$ cat config.mk
export PLATFORM = sky130hd
export DESIGN_NAME = house_sorter
export DESIGN_NICKNAME = d
export VERILOG_FILES = /design/src/rtl/house_pkg.sv /design/src/rtl/house_sorter_key_debounce.sv /design/src/rtl/house_sorter.sv
export SDC_FILE = /design/constraint.sdc
export NUM_CORES = 1
export LEC_CHECK = 0
export ABC_AREA = 1
export ABC_CLOCK_PERIOD_IN_PS = 3440
export CORE_ASPECT_RATIO = 0.5
export CORE_MARGIN = 1
export CORE_UTILIZATION = 60
export DETAILED_ROUTE_END_ITERATION = 16
export PLACE_DENSITY = 0.86
export SLEW_MARGIN = 25
export SYNTH_ARGS = -nofsm -noshare
export SYNTH_HDL_FRONTEND = slang
export SYNTH_HIERARCHICAL = 1
export SYNTH_SLANG_ARGS = --single-unit
$ cat constraint.sdc
create_clock -name clk -period 3.44 [get_ports clk]
set_input_delay 0.516 -clock clk [delete_from_list [all_inputs] [get_ports clk]]
set_output_delay 0.516 -clock clk [all_outputs]
set_load 0.01 [all_outputs]
$ cat src/rtl/house_pkg.sv
// Shared definitions for the house sorter control slice.
// House codes, FSM states and LFSR helpers.
package house_pkg;

  localparam logic [1:0] HOUSE_SLY = 2'd0;
  localparam logic [1:0] HOUSE_GRY = 2'd1;
  localparam logic [1:0] HOUSE_HUF = 2'd2;
  localparam logic [1:0] HOUSE_RAV = 2'd3;

  typedef enum logic [1:0] {
    ST_IDLE   = 2'd0,
    ST_BROWSE = 2'd1,
    ST_SPIN   = 2'd2,
    ST_SORTED = 2'd3
  } state_e;

  // Taps 16,14,13,11 as bit positions 15,13,12,10
  localparam logic [15:0] LFSR_TAPS = 16'hB400;

  function automatic logic [15:0] lfsr_step(
    input logic [15:0] s
  );
    return {s[14:0], ^(s & LFSR_TAPS)};
  endfunction

  // Bit n set for house code n
  function automatic logic [3:0] house_onehot(
    input logic [1:0] h
  );
    return 4'b0001 << h;
  endfunction

endpackage

$ cat src/rtl/house_sorter_key_debounce.sv
// Push-button synchroniser and debouncer.
// Emits one press pulse per accepted release->press change.
module key_debounce #(
  parameter int DEBOUNCE_CYCLES = 250000,
  parameter int CNT_W           = 18
) (
  input  logic clk,
  input  logic i_rst,
  input  logic key_n,
  output logic o_level,
  output logic o_press
);

  localparam logic [CNT_W-1:0] CNT_LAST =
    CNT_W'(DEBOUNCE_CYCLES - 1);

  logic             meta_q;
  logic             sync_q;
  logic             level_q, level_d;
  logic             press_q, press_d;
  logic [CNT_W-1:0] cnt_q, cnt_d;
  logic             pressed_s;

  assign pressed_s = ~sync_q;

  // Count consecutive disagreeing cycles; accept on the last one
  always_comb begin
    level_d = level_q;
    press_d = 1'b0;
    cnt_d   = '0;
    if (pressed_s != level_q) begin
      if (cnt_q == CNT_LAST) begin
        level_d = pressed_s;
        press_d = pressed_s;
      end else begin
        cnt_d = cnt_q + 1'b1;
      end
    end
  end

  // Synchroniser, accepted level, counter and pulse registers
  always_ff @(posedge clk or negedge i_rst) begin
    if (!i_rst) begin
      meta_q  <= 1'b1;
      sync_q  <= 1'b1;
      level_q <= 1'b0;
      press_q <= 1'b0;
      cnt_q   <= '0;
    end else begin
      meta_q  <= key_n;
      sync_q  <= meta_q;
      level_q <= level_d;
      press_q <= press_d;
      cnt_q   <= cnt_d;
    end
  end

  assign o_level = level_q;
  assign o_press = press_q;

endmodule

$ cat src/rtl/house_sorter.sv
// Button-driven house selection for the VGA colour display.
// Flags only change on a vsync falling edge.
module house_sorter
  import house_pkg::*;
#(
  parameter int          DEBOUNCE_CYCLES = 250000,
  parameter int          CNT_W           = 18,
  parameter int          SPIN_FRAMES     = 60,
  parameter logic [15:0] LFSR_SEED       = 16'hACE1
) (
  input  logic       clk,
  input  logic       i_rst,
  input  logic       key_next_n,
  input  logic       key_select_n,
  input  logic       key_rand_n,
  input  logic       key_clear_n,
  input  logic       i_vs,
  output logic       slytherin,
  output logic       gryffindor,
  output logic       hufflepuff,
  output logic       ravenclaw,
  output logic [1:0] o_state,
  output logic       o_sorted
);

  localparam logic [7:0] FRM_LAST = 8'(SPIN_FRAMES - 1);

  logic p_nxt, p_sel, p_rnd, p_clr;
  logic c_nxt, c_sel, c_rnd, c_clr;

  key_debounce #(
    .DEBOUNCE_CYCLES(DEBOUNCE_CYCLES),
    .CNT_W          (CNT_W)
  ) u_db_next (
    .clk    (clk),
    .i_rst  (i_rst),
    .key_n  (key_next_n),
    .o_level(),
    .o_press(p_nxt)
  );

  key_debounce #(
    .DEBOUNCE_CYCLES(DEBOUNCE_CYCLES),
    .CNT_W          (CNT_W)
  ) u_db_select (
    .clk    (clk),
    .i_rst  (i_rst),
    .key_n  (key_select_n),
    .o_level(),
    .o_press(p_sel)
  );

  key_debounce #(
    .DEBOUNCE_CYCLES(DEBOUNCE_CYCLES),
    .CNT_W          (CNT_W)
  ) u_db_rand (
    .clk    (clk),
    .i_rst  (i_rst),
    .key_n  (key_rand_n),
    .o_level(),
    .o_press(p_rnd)
  );

  key_debounce #(
    .DEBOUNCE_CYCLES(DEBOUNCE_CYCLES),
    .CNT_W          (CNT_W)
  ) u_db_clear (
    .clk    (clk),
    .i_rst  (i_rst),
    .key_n  (key_clear_n),
    .o_level(),
    .o_press(p_clr)
  );

  // Coincident pulses: clear beats rand beats select beats next
  assign c_clr = p_clr;
  assign c_rnd = p_rnd & ~p_clr;
  assign c_sel = p_sel & ~p_rnd & ~p_clr;
  assign c_nxt = p_nxt & ~p_sel & ~p_rnd & ~p_clr;

  logic        vs_meta_q, vs_sync_q, vs_prev_q;
  logic        tick;
  logic [15:0] lfsr_q;

  assign tick = vs_prev_q & ~vs_sync_q;

  // Vsync synchroniser and free-running LFSR
  always_ff @(posedge clk or negedge i_rst) begin
    if (!i_rst) begin
      vs_meta_q <= 1'b1;
      vs_sync_q <= 1'b1;
      vs_prev_q <= 1'b1;
      lfsr_q    <= LFSR_SEED;
    end else begin
      vs_meta_q <= i_vs;
      vs_sync_q <= vs_meta_q;
      vs_prev_q <= vs_sync_q;
      lfsr_q    <= lfsr_step(lfsr_q);
    end
  end

  state_e     state_q, state_d;
  logic [1:0] pend_q, pend_d;
  logic [7:0] frm_q, frm_d;

  // Next-state and pending-house selection
  always_comb begin
    state_d = state_q;
    pend_d  = pend_q;
    frm_d   = frm_q;
    unique case (state_q)
      ST_IDLE: begin
        if (c_rnd) begin
          state_d = ST_SPIN;
          frm_d   = '0;
        end else if (c_nxt) begin
          state_d = ST_BROWSE;
          pend_d  = HOUSE_SLY;
        end
      end
      ST_BROWSE: begin
        if (c_clr) begin
          state_d = ST_IDLE;
        end else if (c_rnd) begin
          state_d = ST_SPIN;
          frm_d   = '0;
        end else if (c_sel) begin
          state_d = ST_SORTED;
        end else if (c_nxt) begin
          pend_d = pend_q + 2'd1;
        end
      end
      ST_SPIN: begin
        if (c_clr) begin
          state_d = ST_IDLE;
        end else if (tick) begin
          if (frm_q == FRM_LAST) begin
            state_d = ST_SORTED;
            pend_d  = lfsr_q[1:0];
          end else begin
            pend_d = pend_q + 2'd1;
            frm_d  = frm_q + 8'd1;
          end
        end
      end
      ST_SORTED: begin
        if (c_clr) begin
          state_d = ST_IDLE;
        end
      end
      default: state_d = ST_IDLE;
    endcase
  end

  // FSM state, pending house and spin frame counter
  always_ff @(posedge clk or negedge i_rst) begin
    if (!i_rst) begin
      state_q <= ST_IDLE;
      pend_q  <= HOUSE_SLY;
      frm_q   <= '0;
    end else begin
      state_q <= state_d;
      pend_q  <= pend_d;
      frm_q   <= frm_d;
    end
  end

  logic       shown_vld_q;
  logic       shown_srt_q;
  logic [1:0] shown_house_q;
  logic [3:0] flags_q;
  logic       sorted_q;

  // Shown house is latched only at frame start
  always_ff @(posedge clk or negedge i_rst) begin
    if (!i_rst) begin
      shown_vld_q   <= 1'b0;
      shown_srt_q   <= 1'b0;
      shown_house_q <= HOUSE_SLY;
    end else if (tick) begin
      shown_vld_q   <= (state_d != ST_IDLE);
      shown_srt_q   <= (state_d == ST_SORTED);
      shown_house_q <= pend_d;
    end
  end

  // Registered one-hot flags gated by the shown valid bit
  always_ff @(posedge clk or negedge i_rst) begin
    if (!i_rst) begin
      flags_q  <= 4'b0000;
      sorted_q <= 1'b0;
    end else begin
      flags_q  <= shown_vld_q ? house_onehot(shown_house_q)
                              : 4'b0000;
      sorted_q <= shown_vld_q & shown_srt_q;
    end
  end

  assign slytherin  = flags_q[HOUSE_SLY];
  assign gryffindor = flags_q[HOUSE_GRY];
  assign hufflepuff = flags_q[HOUSE_HUF];
  assign ravenclaw  = flags_q[HOUSE_RAV];
  assign o_state    = state_q;
  assign o_sorted   = sorted_q;

endmodule
## After elaboration in Yosys (flattened, before gate mapping)

Index checks and enable logic that the tools add are counted.

- Bits in registers: 128
- Input port bits: 7
- Output and inout port bits: 7
- Logic and storage cells: 124

- $add $sub $neg: 6
- Equal/unequal tests: 17
- Shift-type cells: 1
- Multiplexer cells: 43
- Bitwise operators: 16
- Reduce and logical (&&, ||, !) cells: 9

Operator list:

| kind | number |
|---|---|
| $mux W18 | 8 |
| $add A18 B1 Y18 const B | 4 |
| $eq A18 B18 Y1 const B | 4 |
| $mux W8 | 5 |
| $mux W2 | 18 |
| $pmux W8 S3 | 1 |
| $reduce_xor A16 Y1 | 1 |
| $add A8 B1 Y8 const B | 1 |
| $and A1 B1 Y1 | 8 |
| $eq A8 B6 Y1 const B | 1 |
| $mux W1 | 8 |
| $ne A2 B2 Y1 const B | 4 |
| $not A1 Y1 | 8 |
| $pmux W2 S4 | 1 |
| $reduce_and A2 Y1 | 4 |
| $eq A2 B2 Y1 const B | 3 |
| $pmux W2 S3 | 1 |
| $reduce_and A5 Y1 | 1 |
| $mux W4 | 1 |
| $ne A1 B1 Y1 | 4 |
| $shl A1 B2 Y4 const A | 1 |
| $reduce_bool A3 Y1 | 1 |
| $add A2 B1 Y2 const B | 1 |
| $eq A2 B1 Y1 const B | 1 |
| 2 further kinds | 2 |

## Longest topological paths before layout

- Word-level depth: 9
- Gate-level depth with buffers: 11
- Mapped depth without buffers: 11

## Cells and area by module

The synthesis kept the hierarchy.

Modules (own cells, without submodules):

| module | times used | cells each | area an instance (um^2) | seq. area each (um^2) |
|---|---|---|---|---|
| key_debounce (u_db_next ...) | 3 | 139 | 1138.6 | 553.0 |
| house_sorter | 1 | 184 | 1752.9 | 1014.7 |
| key_debounce (u_db_clear) | 1 | 137 | 1154.9 | 553.0 |

## Least setup slack after synthesis

No wires, ideal clock.

- Path type: flip-flop to flip-flop
- Start point: register u_db_clear.press_q, in the netlist u_db_clear/o_press
- End point: register shown_house_q[0]
- Library setup time: 117 ps
- Arrival time: 1397 ps
- Data required time: 3323 ps
- Path slack: 1925 ps
- Cell stages (with the launch flop): 11
- Buffers on the path: 0
- Clock period less this slack: 1515 ps
- Path through: dfrtp_1 nor2_2 nand3_2 ha_1 nand3_1 nand2_1 nor2_1 nor2_1 nand3_1 nand3_1 nand2_1

- Longest elaborated chain between the ends: 7
- Elaborated cells on any way between the ends: 12
- Those cells by class: mux: 8; bitwise: 4

Ends and longest elaborated chain:

| what | RTL line | text |
|---|---|---|
| start, declared | house_sorter_key_debounce.sv:20 | `logic press_q, press_d;` |
| start signal, assigned | house_sorter_key_debounce.sv:53 | `press_q <= press_d;` |
| $not A1 Y1 | house_sorter.sv:77, house_sorter.sv:78, house_sorter.sv:79 |  |
| $and A1 B1 Y1 | house_sorter.sv:79 | `assign c_nxt = p_nxt & ~p_sel & ~p_rnd & ~p_clr;` |
| $mux W2 | house_sorter.sv:129 | `end else if (c_nxt) begin` |
| $mux W2 | house_sorter.sv:127 | `end else if (c_sel) begin` |
| $mux W2 | house_sorter.sv:124 | `end else if (c_rnd) begin` |
| $mux W2 | house_sorter.sv:122 | `if (c_clr) begin` |
| $pmux W2 S3 (*) | house_sorter.sv:111 | `unique case (state_q)` |
| end signal, assigned | house_sorter.sv:183 | `shown_house_q <= pend_d;` |
| end, declared | house_sorter.sv:170 | `logic [1:0] shown_house_q;` |

Mark *: on every way between the ends. The rest lies on a longest branch, timed or not.
A chain may end at the register's enable or synchronous reset.

## Final worst setup path

- Start point: register state_q[1], in the netlist o_state[1]
- End point: output port o_state[1]

RTL lines:

| what | RTL line | text |
|---|---|---|
| start, declared | house_sorter.sv:102 | `state_e state_q, state_d;` |
| start signal, assigned | house_sorter.sv:162 | `state_q <= state_d;` |
| end, declared | house_sorter.sv:22 | `output logic [1:0] o_state,` |

No word-level cell between the ends.

==> flow_summary.yaml <==
clock_tree:
  postCtsSetupBuffers: 0
  clock_tree.buffer_depth: 2
  cts-htree-levels: 4
  cts.clk_slew.worst_paths_ns: 0.06
  clockRootBuffer: "clkbuf_16"
  cts_hold_buf: 0
  clock_latency_ns: 0.42
  cts_inserted_buffers: 17
  cts_sinks: 128
  cts_resized: 0
  cts_tree: "done"
logic_synthesis:
  yosys.area.top_type_share: 0.431
  synth_flop_cell: "dfrtp_1"
  synth_edf_count: 0
  synth.ff_latch_count: 128
  syn_avg_cell_area_um2: 8.57
  yosysSeqAreaShare: 0.510
  yosys.area.top_type: "dfrtp_1"
  synthTopCellsByCount: "nand2_1 (135), nor2_1 (128), dfrtp_1 (109), inv_1 (74), nand3_1 (48)"
  synth_area_mm2: 0.00632
  synth_warnings: 6
  netlist_instances: 738
  synth-async-reset-ratio: 1.00
  yosysMostFrequentCell: "nand2_1"
  synth_fp_nets: 751
  synthTopCellsByArea: "dfrtp_1 (43%), nand2_1 (8.0%), dfstp_2 (7.9%)"
  synth.distinct_cells: 31
final_layout:
  num_antenna_cells: 0
  multi_input_area_mm2: 0.00273
  final_util: 0.714
  fin_area_mm2: 0.00729
  fin_nets: 783
  seq_area_mm2: 0.00323
  syn_to_final_growth_pct: 15.3
  post_route_cells_drive_above_1_share: 0.184
  fill_cells: 711
sta:
  setup_viol_count_final: 0
  slew_viol_final: 0
  whs_ns: 0.173
  tns_ns: 0
  fin_crit_sh: 0.569
  worstMarginPinSlew_ns: 0.771
  fmax_mhz: 511
  setup_ws_ns: 1.48
  period_needed_ns: 1.96
  rsz0062_at_grt: "false"
  final-hold-violation-count: 0
  relSlewSlack: 0.486
  clock-skew-final_ns: 0.00817
pwr:
  irDropWorstVdd_v: 0.000438
  pwr_density_cell_mw_per_mm2: 493
  power.leakage_nw: 3.31
floorplanning:
  dieArea_mm2: 0.0110
  die_y_um: 74.6
  ios: 14
  start_util: 0.619
  rows: 26
  fp.coreArea_mm2: 0.0102
  die_w_um: 147
critical_path:
  cp-start-kind: "flop"
  r2r_cells: 10
  worstPathMaxFanout: 5
  worstPathRequired_ns: 2.92
  worst_path_largest_cell_delay_ns: 0.58
  crit_buf_inv: 1
  crit_arrival_ns: 1.44
  crit_family: "buffers and inverters"
  r2r_slack_ns: 1.69
  reg2reg_from: "u_db_clear/o_press"
  cp_cell_sequence: "clkdlybuf4s50_1"
  worst_setup_path_end_kind: "primary output"
  slowest_stage: "clkdlybuf4s50_1"
  crit_type: "flop to primary output"
  worstReg2RegEnd: "shown_house_q[0]"
global_route:
  grt_start_max_net_pins: 61
  grt_pass1_wl_um: 21200
  antenna_found_initial: 0
  grt.total_usage: 0.249
  grt_remaining_overflow: 0
  grt_pass1_vias: 4712
drt:
  drc: 0
  vias_per_cell: 5.30
  wl_met2_um: 6140
  vias: 4889
  wl_um: 12500
  dr.pass1.iters: 5
  top_layer: "met4"
  met1_length_um: 5560
  antenna_left: 0
  drt_first_iter_violations: 270
  dr_wl_met3_um: 594
  wl_per_cell_um: 13.6
job:
  cap_violations: 0
outcome:
  outcome: "completed"
place:
  hpwl_um: 8040
  place.gp.congestion: 0.891
  place_ws_ns: 1.77
  io_buffer_count: 13
  postPlaceCellArea_mm2: 0.00665
hold_path:
  min_path_type: "input port to async pin"
-- cells in the final DEF (no fill, tap or decap), types with 14 or more instances in the layout --
cell | Yosys | routed
a21oi_1 | 22 | 22
clkbuf_16 | 0 | 17
dfrtp_1 | 109 | 109
dfstp_2 | 19 | 19
inv_1 | 74 | 74
inv_2 | 18 | 18
nand2_1 | 135 | 135
nand2_2 | 26 | 26
nand3_1 | 48 | 48
nor2_1 | 128 | 128
nor2_4 | 19 | 19
nor3_1 | 19 | 19
xnor2_1 | 14 | 14
xor2_1 | 27 | 27
-- where the power goes --
| group | internal (mW) | leakage (nW) | switching, mW |
|---|---|---|---|
| registers | 1.53 | 1.71 | 0.0160 |
| clock network | 1.28 | 0.306 | 0.676 |
| logic | 0.0248 | 1.29 | 0.0647 |
-- cell families after synthesis --
kind of cell             Yosys count  share of synthesized area
adder cells (fa/ha/maj)            6                     0.0119
buffers and inverters             96                     0.0580
XOR/XNOR                          41                     0.0568
AO/OA/AOI/OAI                     47                     0.0414
flip-flops                       128                      0.510
AND/OR/NAND/NOR                  420                      0.322
-- worst max path at each step --
| stage | from | endpoint | slack, ns | depth (start not counted) |
|---|---|---|---|---|
| finish | o_state[1] | o_state[1] | 1.48 | 1 |
| global route | o_state[1] | o_state[1] | 1.45 | 1 |
| CTS | o_state[0] | o_state[0] | 1.48 | 1 |
| detailed placement | u_db_clear/o_press | shown_house_q[0] | 1.77 | 10 |
| global placement | u_db_clear/o_press | shown_house_q[0] | 1.85 | 10 |
| floorplan | u_db_clear/o_press | shown_house_q[0] | 1.93 | 10 |
-- layer usage --
metal,track usage,vias up
met5,0,-
li1,-,2383
met1,0.308,2338
met4,0.104,0
met3,0.0626,30
met2,0.429,138
-- sequential cells by signal (all words and copies together), names as in the netlist, 2 cells and up --
signal / count
u_db_clear/cnt_q: 18
u_db_next/cnt_q: 18
u_db_rand/cnt_q: 18
u_db_select/cnt_q: 18
lfsr_q: 16
frm_q: 8
flags_q: 4
o_state: 2
pend_q: 2
shown_house_q: 2
-- through the flow --
step | total power, mW | instances
2_1_floorplan | 1.61 | 738
3_3_place_gp | 1.66 | 891
3_5_place_dp | 1.66 | 891
4_1_cts | 3.61 | 923
5_1_grt | 3.70 | 923
6_report | 3.60 | 923
-- final cells by class --
class / count / area share
multi-input combinational: 514 / 0.375
clock buffer: 18 / 0.0589
clock inverter: 14 / 0.0294
sequential: 128 / 0.443
timing repair buffer: 16 / 0.0223
inverter: 93 / 0.0482
tap: 140 / 0.0240
No activity file was read; power rests on OpenSTA's default activity.
